===== src/rtl/ast_byte_packer_pkg.sv =====
// Types and helpers for the Avalon-ST byte packer.
package ast_byte_packer_pkg;

    // Packet framing state of the byte stream.
    typedef enum logic [0:0] {
        IDLE   = 1'b0,
        IN_PKT = 1'b1
    } ast_pkt_state_t;

    // Width of the empty field for a given beat size.
    function automatic int ast_empty_w(input int symbols);
        if (symbols == 1) begin
            return 1;
        end else begin
            return $clog2(symbols);
        end
    endfunction

    // Lane that receives the byte at position fill within a beat.
    // order 1 puts the first byte in the top symbol (big-endian AST).
    function automatic int ast_lane(input int fill, input int symbols, input int order);
        if (order == 1) begin
            return symbols - 1 - fill;
        end else begin
            return fill;
        end
    endfunction

endpackage : ast_byte_packer_pkg


===== src/rtl/bloom_filter_pkg.sv =====
// Shared bloom-filter datapath constants.
package bloom_filter_pkg;

    // Width of one stream symbol (byte).
    localparam int BYTE_W = 8;

endpackage : bloom_filter_pkg


===== src/rtl/ast_out_fifo2.sv =====
// Two-entry beat buffer for the byte packer. The head entry is a register
// that drives the AST source outputs directly; the second entry only fills
// while the head is stalled. almost_full_o is registered and tells the
// byte side whether another beat can be pushed next cycle.
module ast_out_fifo2 #(
    parameter  int DATA_W  = 64,
    parameter  int EMPTY_W = 3,
    localparam int BEAT_W  = DATA_W + 2 + EMPTY_W
) (
    input  logic              clk_i,
    input  logic              rst_i,
    input  logic              push_i,
    input  logic [BEAT_W-1:0] push_beat_i,
    input  logic              pop_ready_i,
    output logic [BEAT_W-1:0] head_beat_o,
    output logic [1:0]        occupancy_o,
    output logic              almost_full_o
);

    typedef struct packed {
        logic [DATA_W-1:0]  data;
        logic               sop;
        logic               eop;
        logic [EMPTY_W-1:0] empty;
    } ast_beat_t;

    ast_beat_t  head_r;
    ast_beat_t  tail_r;
    ast_beat_t  push_beat_s;
    logic [1:0] count_r;
    logic [1:0] count_next_s;
    logic       afull_r;
    logic       pop_s;

    assign push_beat_s = push_beat_i;
    assign pop_s       = (count_r != 2'd0) && pop_ready_i;

    // Occupancy after this cycle's push and pop.
    always_comb begin
        count_next_s = count_r;
        case ({push_i, pop_s})
            2'b10:   count_next_s = count_r + 2'd1;
            2'b01:   count_next_s = count_r - 2'd1;
            default: count_next_s = count_r;
        endcase
    end

    // Beat storage, occupancy and registered back-pressure flag.
    always_ff @(posedge clk_i or posedge rst_i) begin
        if (rst_i) begin
            head_r  <= '0;
            tail_r  <= '0;
            count_r <= 2'd0;
            // Hold the byte side off while in reset.
            afull_r <= 1'b1;
        end else begin
            case ({push_i, pop_s})
                2'b10: begin
                    if (count_r == 2'd0) begin
                        head_r <= push_beat_s;
                    end else begin
                        tail_r <= push_beat_s;
                    end
                end
                2'b01: begin
                    head_r <= tail_r;
                end
                2'b11: begin
                    if (count_r == 2'd2) begin
                        head_r <= tail_r;
                        tail_r <= push_beat_s;
                    end else begin
                        head_r <= push_beat_s;
                    end
                end
                default: begin
                    head_r <= head_r;
                end
            endcase
            count_r <= count_next_s;
            afull_r <= (count_next_s >= 2'd2);
        end
    end

    assign head_beat_o   = head_r;
    assign occupancy_o   = count_r;
    assign almost_full_o = afull_r;

endmodule : ast_out_fifo2


===== src/rtl/ast_byte_packer.sv =====
// Avalon-ST source packer: gathers a byte stream with a last-byte marker
// into AST_SOURCE_SYMBOLS-wide beats carrying sop/eop/empty, buffered in a
// two-entry FIFO that honours downstream back-pressure.
// Build option: AST_BYTE_PACKER_ZERO_PAD_EN zeroes unwritten lanes of the
// eop beat by clearing the assembly register on every beat completion.
module ast_byte_packer
    import bloom_filter_pkg::*;
    import ast_byte_packer_pkg::*;
#(
    parameter int AST_SOURCE_SYMBOLS = 8,
    parameter int AST_SOURCE_ORDER   = 1,
    parameter int AST_SOURCE_EMPTY_W = (AST_SOURCE_SYMBOLS == 1) ? 1 : $clog2(AST_SOURCE_SYMBOLS)
) (
    input  logic                               clk_i,
    input  logic                               rst_i,
    input  logic [BYTE_W-1:0]                  byte_data_i,
    input  logic                               byte_valid_i,
    input  logic                               byte_last_i,
    output logic                               byte_ready_o,
    output logic [AST_SOURCE_SYMBOLS*BYTE_W-1:0] ast_source_data_o,
    output logic                               ast_source_valid_o,
    input  logic                               ast_source_ready_i,
    output logic                               ast_source_startofpacket_o,
    output logic                               ast_source_endofpacket_o,
    output logic [AST_SOURCE_EMPTY_W-1:0]      ast_source_empty_o
);

    localparam int DATA_W = AST_SOURCE_SYMBOLS * BYTE_W;
    localparam int CNT_W  = AST_SOURCE_EMPTY_W;
    localparam int BEAT_W = DATA_W + 2 + AST_SOURCE_EMPTY_W;
    localparam logic [CNT_W-1:0] LAST_LANE = CNT_W'(AST_SOURCE_SYMBOLS - 1);

    typedef struct packed {
        logic [DATA_W-1:0]             data;
        logic                          sop;
        logic                          eop;
        logic [AST_SOURCE_EMPTY_W-1:0] empty;
    } ast_beat_t;

    ast_pkt_state_t    state_r;
    logic [CNT_W-1:0]  fill_cnt_r;
    logic [DATA_W-1:0] asm_r;
    logic              beat_sop_r;

    logic              accept_s;
    logic              complete_s;
    logic [CNT_W-1:0]  lane_s;
    logic [DATA_W-1:0] asm_next_s;
    ast_beat_t         push_beat_s;
    ast_beat_t         head_beat_s;
    logic [BEAT_W-1:0] head_flat_s;
    logic [1:0]        occupancy_s;
    logic              afull_s;

    assign accept_s   = byte_valid_i && byte_ready_o;
    assign complete_s = accept_s && ((fill_cnt_r == LAST_LANE) || byte_last_i);
    assign lane_s     = CNT_W'(ast_lane(int'(fill_cnt_r), AST_SOURCE_SYMBOLS, AST_SOURCE_ORDER));

    // Assembly register with the incoming byte dropped into its lane.
    always_comb begin
        asm_next_s = asm_r;
        for (int i = 0; i < AST_SOURCE_SYMBOLS; i++) begin
            if (lane_s == CNT_W'(i)) begin
                asm_next_s[i*BYTE_W +: BYTE_W] = byte_data_i;
            end else begin
                asm_next_s[i*BYTE_W +: BYTE_W] = asm_r[i*BYTE_W +: BYTE_W];
            end
        end
    end

    // Beat handed to the buffer when the accepted byte completes it.
    always_comb begin
        push_beat_s      = '0;
        push_beat_s.data = asm_next_s;
        push_beat_s.eop  = byte_last_i;
        if (fill_cnt_r == '0) begin
            push_beat_s.sop = (state_r == IDLE);
        end else begin
            push_beat_s.sop = beat_sop_r;
        end
        if (byte_last_i) begin
            push_beat_s.empty = LAST_LANE - fill_cnt_r;
        end else begin
            push_beat_s.empty = '0;
        end
    end

    // Fill counter and assembly register.
    always_ff @(posedge clk_i or posedge rst_i) begin
        if (rst_i) begin
            fill_cnt_r <= '0;
            asm_r      <= '0;
        end else if (accept_s) begin
            if (complete_s) begin
                fill_cnt_r <= '0;
`ifdef AST_BYTE_PACKER_ZERO_PAD_EN
                asm_r      <= '0;
`else
                asm_r      <= asm_next_s;
`endif
            end else begin
                fill_cnt_r <= fill_cnt_r + CNT_W'(1);
                asm_r      <= asm_next_s;
            end
        end else begin
            fill_cnt_r <= fill_cnt_r;
            asm_r      <= asm_r;
        end
    end

    // Packet framing FSM; also latches sop for the beat being assembled.
    always_ff @(posedge clk_i or posedge rst_i) begin
        if (rst_i) begin
            state_r    <= IDLE;
            beat_sop_r <= 1'b0;
        end else if (accept_s) begin
            if (fill_cnt_r == '0) begin
                beat_sop_r <= (state_r == IDLE);
            end
            case (state_r)
                IDLE: begin
                    if (!byte_last_i) begin
                        state_r <= IN_PKT;
                    end
                end
                IN_PKT: begin
                    if (byte_last_i) begin
                        state_r <= IDLE;
                    end
                end
                default: begin
                    state_r <= IDLE;
                end
            endcase
        end
    end

    ast_out_fifo2 #(
        .DATA_W  (DATA_W),
        .EMPTY_W (AST_SOURCE_EMPTY_W)
    ) u_out_fifo (
        .clk_i         (clk_i),
        .rst_i         (rst_i),
        .push_i        (complete_s),
        .push_beat_i   (push_beat_s),
        .pop_ready_i   (ast_source_ready_i),
        .head_beat_o   (head_flat_s),
        .occupancy_o   (occupancy_s),
        .almost_full_o (afull_s)
    );

    assign head_beat_s                = head_flat_s;
    assign byte_ready_o               = ~afull_s;
    assign ast_source_valid_o         = (occupancy_s != 2'd0);
    assign ast_source_data_o          = head_beat_s.data;
    assign ast_source_startofpacket_o = head_beat_s.sop;
    assign ast_source_endofpacket_o   = head_beat_s.eop;
    assign ast_source_empty_o         = head_beat_s.empty;

endmodule : ast_byte_packer


===== config.mk =====
export PLATFORM = sky130hd
export DESIGN_NAME = ast_byte_packer
export DESIGN_NICKNAME = d
export VERILOG_FILES = /design/src/rtl/ast_byte_packer_pkg.sv /design/src/rtl/bloom_filter_pkg.sv /design/src/rtl/ast_out_fifo2.sv /design/src/rtl/ast_byte_packer.sv
export SDC_FILE = /design/constraint.sdc
export NUM_CORES = 1
export LEC_CHECK = 0
export BUFFER_PORTS_ARGS = -buffer_cell sky130_fd_sc_hd__buf_4
export CAP_MARGIN = 20
export CORE_MARGIN = 3
export CORE_UTILIZATION = 30
export CTS_CLUSTER_SIZE = 14
export DETAILED_ROUTE_END_ITERATION = 6
export PLACE_DENSITY = 0.52
export SETUP_SLACK_MARGIN = 0.1
export SLEW_MARGIN = 15
export SYNTH_ARGS = -nofsm -noshare
export SYNTH_HDL_FRONTEND = slang
export SYNTH_SLANG_ARGS = --single-unit

===== constraint.sdc =====
create_clock -name clk_i -period 13.03 [get_ports clk_i]
set_input_delay 0 -clock clk_i [delete_from_list [all_inputs] [get_ports clk_i]]
set_output_delay 0 -clock clk_i [all_outputs]
set_load 0.01 [all_outputs]

### Word level (Yosys, flattened, before mapping)

Cells that the tools add are included.

| word-level totals | value |
|---|---|
| bits of input ports | 13 |
| output and inout bits | 71 |
| word-level logic and storage cells | 68 |
| register bits | 210 |

| cells by class | value |
|---|---|
| bitwise operators | 2 |
| eq/ne operators | 15 |
| magnitude comparators | 1 |
| mux-type cells | 19 |
| add/sub/neg operators | 5 |
| reductions and logical operators | 12 |

Operators by type and width:

| operator | count |
|---|---|
| 2-to-1 mux 69 bit | 4 |
| one-hot mux 69 bit (3 select lines) | 1 |
| one-hot mux 69 bit (2 select lines) | 1 |
| 2-to-1 mux 8 bit | 8 |
| == test 3 bit, second input constant | 5 |
| == test 2 bit, second input constant | 3 |
| == test 3 x 2 -> 1 bit, second input constant | 2 |
| logical NOT 3 bit | 2 |
| 2-to-1 mux 3 bit | 2 |
| subtractor 3 bit, first input constant | 2 |
| inequality test 2 x 1 -> 1 bit, second input constant | 2 |
| one-hot mux 2 bit (2 select lines) | 1 |
| nonzero test 2 bit | 2 |
| adder 3 x 1 -> 3 bit, second input constant | 1 |
| == test 3 x 1 -> 1 bit, second input constant | 1 |
| logical AND 1 bit | 3 |
| AND reduction 3 bit | 1 |
| nonzero test 3 bit | 1 |
| adder 2 x 1 -> 2 bit, second input constant | 1 |
| == test 2 x 1 -> 1 bit, second input constant | 1 |
| greater-or-equal comparator 2 bit, second input constant | 1 |
| logical NOT 2 bit | 1 |
| 2-to-1 mux 1 bit | 2 |
| inequality test 2 bit, second input constant | 1 |
| other kinds (4) | 5 |

### Longest topological paths before layout

| logic depth | value |
|---|---|
| depth in word-level cells | 6 |
| depth in mapped cells | 9 |
| depth with buffers taken out | 6 |

### Cells and area by module

From an unflattened synthesis, not the netlist that was laid out.

| unflattened totals | value |
|---|---|
| cells, all modules | 827 |
| area total of the unflattened synthesis | 9888.2 um2 |

Modules (own cells, without submodules):

| module | cells each | seq. area each (um2) | times used | area each (um2) |
|---|---|---|---|---|
| ast_out_fifo2 | 568 | 3529.6 | 1 | 6214.7 |
| ast_byte_packer | 259 | 1726.7 | 1 | 3673.5 |

### Least setup slack after synthesis

Ideal clock, no wire load.

| path | value |
|---|---|
| kind | register to register |
| from | register fill_cnt_r[0] |
| to | register u_out_fifo.head_r (netlist bit u_out_fifo.head_beat_o[13]) |
| required time | 12900 ps |
| data arrival time | 1974 ps |
| cell stages (with the launch flop) | 10 |
| slack | 10925 ps |
| path buffers | 3 |
| clock period less this slack | 2105 ps |
| setup time | 130 ps |
| cell sequence | dfrtp_1 > ha_1 > ha_1 > buf_2 > or2_2 > a31o_2 > buf_2 > buf_4 > o22ai_1 > a21oi_1 |

| between the ends | value |
|---|---|
| cells in the longest elaborated chain, start to end | 6 |

RTL lines:

| what | RTL line | RTL |
|---|---|---|
| from (decl) | ast_byte_packer.sv:41 | `logic [CNT_W-1:0] fill_cnt_r;` |
| from (signal assigned) | ast_byte_packer.sv:102 | `fill_cnt_r <= fill_cnt_r + CNT_W'(1);` |
| from (signal assigned) | ast_byte_packer.sv:106 | `fill_cnt_r <= fill_cnt_r;` |
| parallel branches: the longest is 6 deep, another holds subtractor 3 bit | - |  |
| to (signal assigned) | ast_out_fifo2.sv:60 | `head_r <= push_beat_s;` |
| to (signal assigned) | ast_out_fifo2.sv:66 | `head_r <= tail_r;` |
| to (signal assigned) | ast_out_fifo2.sv:70 | `head_r <= tail_r;` |
| to (decl) | ast_out_fifo2.sv:27 | `ast_beat_t head_r;` |

Several ways; the timed one is not identified. The select of a mux whose other input is x is not followed.
A chain may end at the register's enable or synchronous reset.

### Worst setup path in the final report

| path | value |
|---|---|
| from | register fill_cnt_r[0] |
| to | register u_out_fifo.tail_r[3] (netlist bit) |

| between the ends | value |
|---|---|
| cells in the longest elaborated chain, start to end | 6 |

RTL lines:

| what | RTL line | RTL |
|---|---|---|
| == test 3 bit (*) | ast_byte_packer.sv:56 | `assign complete_s = accept_s && ((fill_cnt_r == LAST_LANE) \|\| byte_last_i);` |
| logical OR 1 bit (*) | ast_byte_packer.sv:56 |  |
| logical AND 1 bit (*) | ast_byte_packer.sv:56 |  |
| == test 2 bit | ast_out_fifo2.sv:57 | `case ({push_i, pop_s})` |
| inequality test 2 x 1 -> 1 bit (no source line) (tied with other cells) | - |  |
| AND reduction 3 bit (no source line) | - |  |
| to (signal assigned) | ast_out_fifo2.sv:62 | `tail_r <= push_beat_s;` |
| to (signal assigned) | ast_out_fifo2.sv:71 | `tail_r <= push_beat_s;` |
| to (decl) | ast_out_fifo2.sv:28 | `ast_beat_t tail_r;` |

Mark *: on every way between the ends. The rest lies on a longest branch, timed or not.

==> impl.org <==
** Global route
- The total overflow left after global routing is 0.
- Overall fraction of global-route tracks in use :: 14.0%
- The number of antenna violations at the first check in global routing is 0.
- Number of global-route vias before repair :: 6215
- Global-route wire length before repair :: 35400 um
- Largest net degree at the start of global routing :: 140

** Floorplan
- Die Span Y :: 178 um
- Std-Cell Rows :: 62
- Boundary pin count :: 84
- Area of the core :: 28900 um^2
- Once the floorplan was initialized, standard cells occupied 30.6% of the core.
- The die covers 31600 um^2.
- Width of the die :: 178 um

** Clock network
- Number of buffers inserted during clock tree synthesis :: 23
- Clock Sinks :: 210
- Once the clock tree was built, the resizer swapped 0 gates to a different size.
- CTS H-Tree Depth :: 1
- Clock slew seen by the registers of the worst setup and hold paths :: 0.06 ns
- Clk root buf :: clkbuf_16
- Clock latency on the worst-skew pair, taken at its later pin, is 0.50 ns.
- CTS tree :: done
- The clock passes through at most 3 buffers.

** Outcome
- The flow ran to the end, and the final reports show no timing, DRC or antenna violations.

** Logic synthesis
- Share of async-settable or async-resettable flops after synthesis :: 100%
- The synthesized design contains 210 register bits.
- The netlist uses 32 different library cells.
- Summing every instance area after synthesis gives 8850 um^2.
- Net count after synthesis :: 847
- Summing the sequential cell areas from Yosys gives 59.4% of the chip area.
- Sorting the synthesized cells by area gives the leading types as dfrtp_1, mux2i_1, a21oi_1, o21ai_0, o22ai_1.
- The cell count after synthesis came out at 828.
- During synthesis, Yosys emitted a total of 0 warnings.
- In this run, synthesis inferred 0 flip-flops with an integrated enable.
- Commonest cells post-synth :: dfrtp_1, a21oi_1, mux2i_1, o21ai_0, nand2_1
- By instance count, the leading cell after synthesis is dfrtp_1.
- Average instance area after synthesis :: 10.7 um^2
- The synthesized design spends more area on one cell type than any other, namely dfrtp_1.
- Summed over its instances, the top area cell type makes up 59.1% of the synthesized netlist area.
- Among all flip-flop cells after synthesis, the most frequent one is dfrtp_1.

** Power and ir drop
- Power per standard cell area :: 258 nW/um^2
- Peak supply drop :: 114 uV
- For this design the static power due to leakage is 0.00481 uW.

** Finish
- In the final design database the tool counted 907 nets.
- Counting the fill cells in the layout gives 2879.
- Area overhead of the layout relative to synthesis :: 19.3%
- Layout cell share with drive strength beyond 1 :: 15.4%
- The finished layout holds 1288 standard cells, fillers aside.
- Diode count :: 0

** Drt
- Met2 wirelength from detailed routing :: 10500 um
- Number of vias per cell after detailed routing :: 4.80
- After detailed routing, the met3 layer carries 755 um of wire.
- The detail route stage leaves a number of antenna-violating nets equal to 0.
- Total number of vias :: 6185
- In the routed design, unresolved DRC markers number 0.
- After the first detailed-routing iteration, the DRC count stood at 333.
- Sum of routed wire segments on met1 :: 10600 um
- Iteration count of the initial detailed-routing pass :: 4
- Average detailed-routed wire length per instance :: 17.2 um
- The final layout contains routed wiring with a total length of 22200 um.
- The highest layer touched by signal routing is met4.

** Min path
- For hold timing, the worst endpoint is fill_cnt_r[1]$_DFFE_PP0P_.
- Worst hold path startpoint :: byte_valid_i
- Class of the most critical hold timing path :: in -> reg
- Hold Path Depth :: 3

** Setup path
- Data arrival time of the worst path :: 3.73 ns
- Kind of critical path :: reg -> reg
- Setup crit end kind :: flip-flop
- Worst setup slack for register-to-register paths :: 9.68 ns
- Worst reg2reg endpoint :: u_out_fifo.tail_r[3]$_DFFE_PP0P_
- STA classifies the critical path startpoint as a flip-flop.
- Worst R2R Path Depth :: 6
- CP Data Required Time :: 13.42 ns
- The startpoint identified for the worst register-to-register timing path is fill_cnt_r[0]$_DFFE_PP0P_.
- CP max FO :: 104

** Timing
- Unrepaired setup endpoints after global routing :: false
- Dividing the final minimum period by the clock period gives 25.7%.
- Worst-Margin Slew :: 1.08 ns
- Number of endpoints failing setup at the final stage :: 0
- Worst clock skew on the final layout :: 0.00974 ns
- Max-slew headroom :: 28.2%
- The number of pins with negative max-slew slack in the final report is 0.
- TNS Setup :: 0 ns
- Post-route worst hold slack :: 0.0651 ns
- Tmin final :: 3.35 ns
- Hold Fails Final Rpt :: 0
- Based on the critical path, the design can be clocked at up to 299 MHz.

** Flow run
- Number of maximum-capacitance violations :: 0

** Placed design
- Routability-driven placement finished with a final weighted congestion of 0.769.
- Counting tap cells, the placed design contains a total of 1236 instances.
- Final HPWL DP :: 13100 um
- Port buffering added 83 buffers.
[state kept, by name (all words and copies together), names as in the netlist]
name / count
fill_cnt_r: 3
beat_sop_r: 1
u_out_fifo.almost_full_o: 1
state_r: 1
u_out_fifo.occupancy_o: 2
asm_r: 64
u_out_fifo.tail_r: 69
u_out_fifo.head_beat_o: 69
[metal layers]
layer	GRT usage [%]	vias up
met4	2.85	0
met5	0	-
met2	23.0	95
met3	2.14	29
met1	19.7	3024
li1	-	3037
[logic make-up (layout without fill, tap and decap cells)]
| group | count (synthesis) | in the layout | share of synthesized area [%] |
|---|---|---|---|
| AOI/OAI and AO/OA | 265 | 265 | 16.0 |
| DFF | 210 | 210 | 59.4 |
| and+or+nand+nor | 164 | 164 | 7.59 |
| muxes | 107 | 107 | 12.3 |
| buffers and inverters | 74 | 150 | 3.73 |
| adders and majority gates | 6 | 6 | 0.848 |
| xor gates and xnor gates | 2 | 2 | 0.198 |
[where the power goes]
group          leakage [uW]  internal, uW  switching, uW  total [uW]
Sequential          0.00254           963            185        1150
Clock              0.000343           355            255         610
Combinational       0.00193           422            543         966
[layout by cell type, fill, tap and decap left out, types with 3 or more instances in the layout]
cell           netlist  layout
mux2_2               9       9
clkbuf_8             0       5
dfrtp_1            209     209
mux2i_1             96      96
nor2b_1              3       3
inv_1                9       8
a21oi_1            124     124
o22ai_1             59      59
buf_4                3      89
clkbuf_16            0      23
dlygate4sd3_1        0      11
nand2_1             76      76
clkbuf_1            27       9
nand3_1              3       3
nor2_1              72      71
ha_1                 6       6
o21ai_0             77      77
[stage by stage]
stage          power, uW  cell area, um^2  setup WS [ns]  utilization [%]
6_report            2720            10600           9.68             36.5
5_1_grt             2940            10600           9.38             36.5
4_1_cts             2770            10600           9.63             36.5
3_5_place_dp        2140             9750           9.65             33.7
3_3_place_gp        2110             9750           9.75             33.7
2_1_floorplan       1760             8850           7.29                -
[what timing repair did]
| action | 4_1_cts | 5_1_grt |
|---|---|---|
| hold buffers | 11 | 0 |
| endpoints found under the hold margin | 180 | 0 |
| buffers inserted | 0 | 0 |
[worst max-delay path, stage by stage, from the launching register on]
cell     delay [ns]
dfrtp_1        0.40
ha_1           0.19
ha_1           0.76
nor2_2         0.24
nor4_4         0.32
buf_4          0.86
mux2_2         0.42
[area by class of cell]
cell class	instances	area [um^2]	share of cell area, %
clock inverters	4	26.3	0.249
clock buffers	37	678	6.42
repair buffers	100	778	7.37
flip-flops and latches	210	5260	49.7
well taps	384	480	4.55
inverters	9	41.3	0.391
multi-input cells	544	3310	31.3
[worst max path at each step]
stage	from	end	slack, ns	cells after the start
after detailed placement	fill_cnt_r[0]$_DFFE_PP0P_	u_out_fifo.tail_r[3]$_DFFE_PP0P_	9.65	6
after global placement	fill_cnt_r[0]$_DFFE_PP0P_	u_out_fifo.tail_r[3]$_DFFE_PP0P_	9.75	6
after floorplan	rst_i	asm_r[0]$_DFFE_PP0P_	7.29	1
after global routing	fill_cnt_r[0]$_DFFE_PP0P_	u_out_fifo.tail_r[3]$_DFFE_PP0P_	9.38	6
final	fill_cnt_r[0]$_DFFE_PP0P_	u_out_fifo.tail_r[3]$_DFFE_PP0P_	9.68	6
after CTS	fill_cnt_r[0]$_DFFE_PP0P_	u_out_fifo.tail_r[3]$_DFFE_PP0P_	9.63	6
Note: power is estimated with default switching activity, not from simulation.
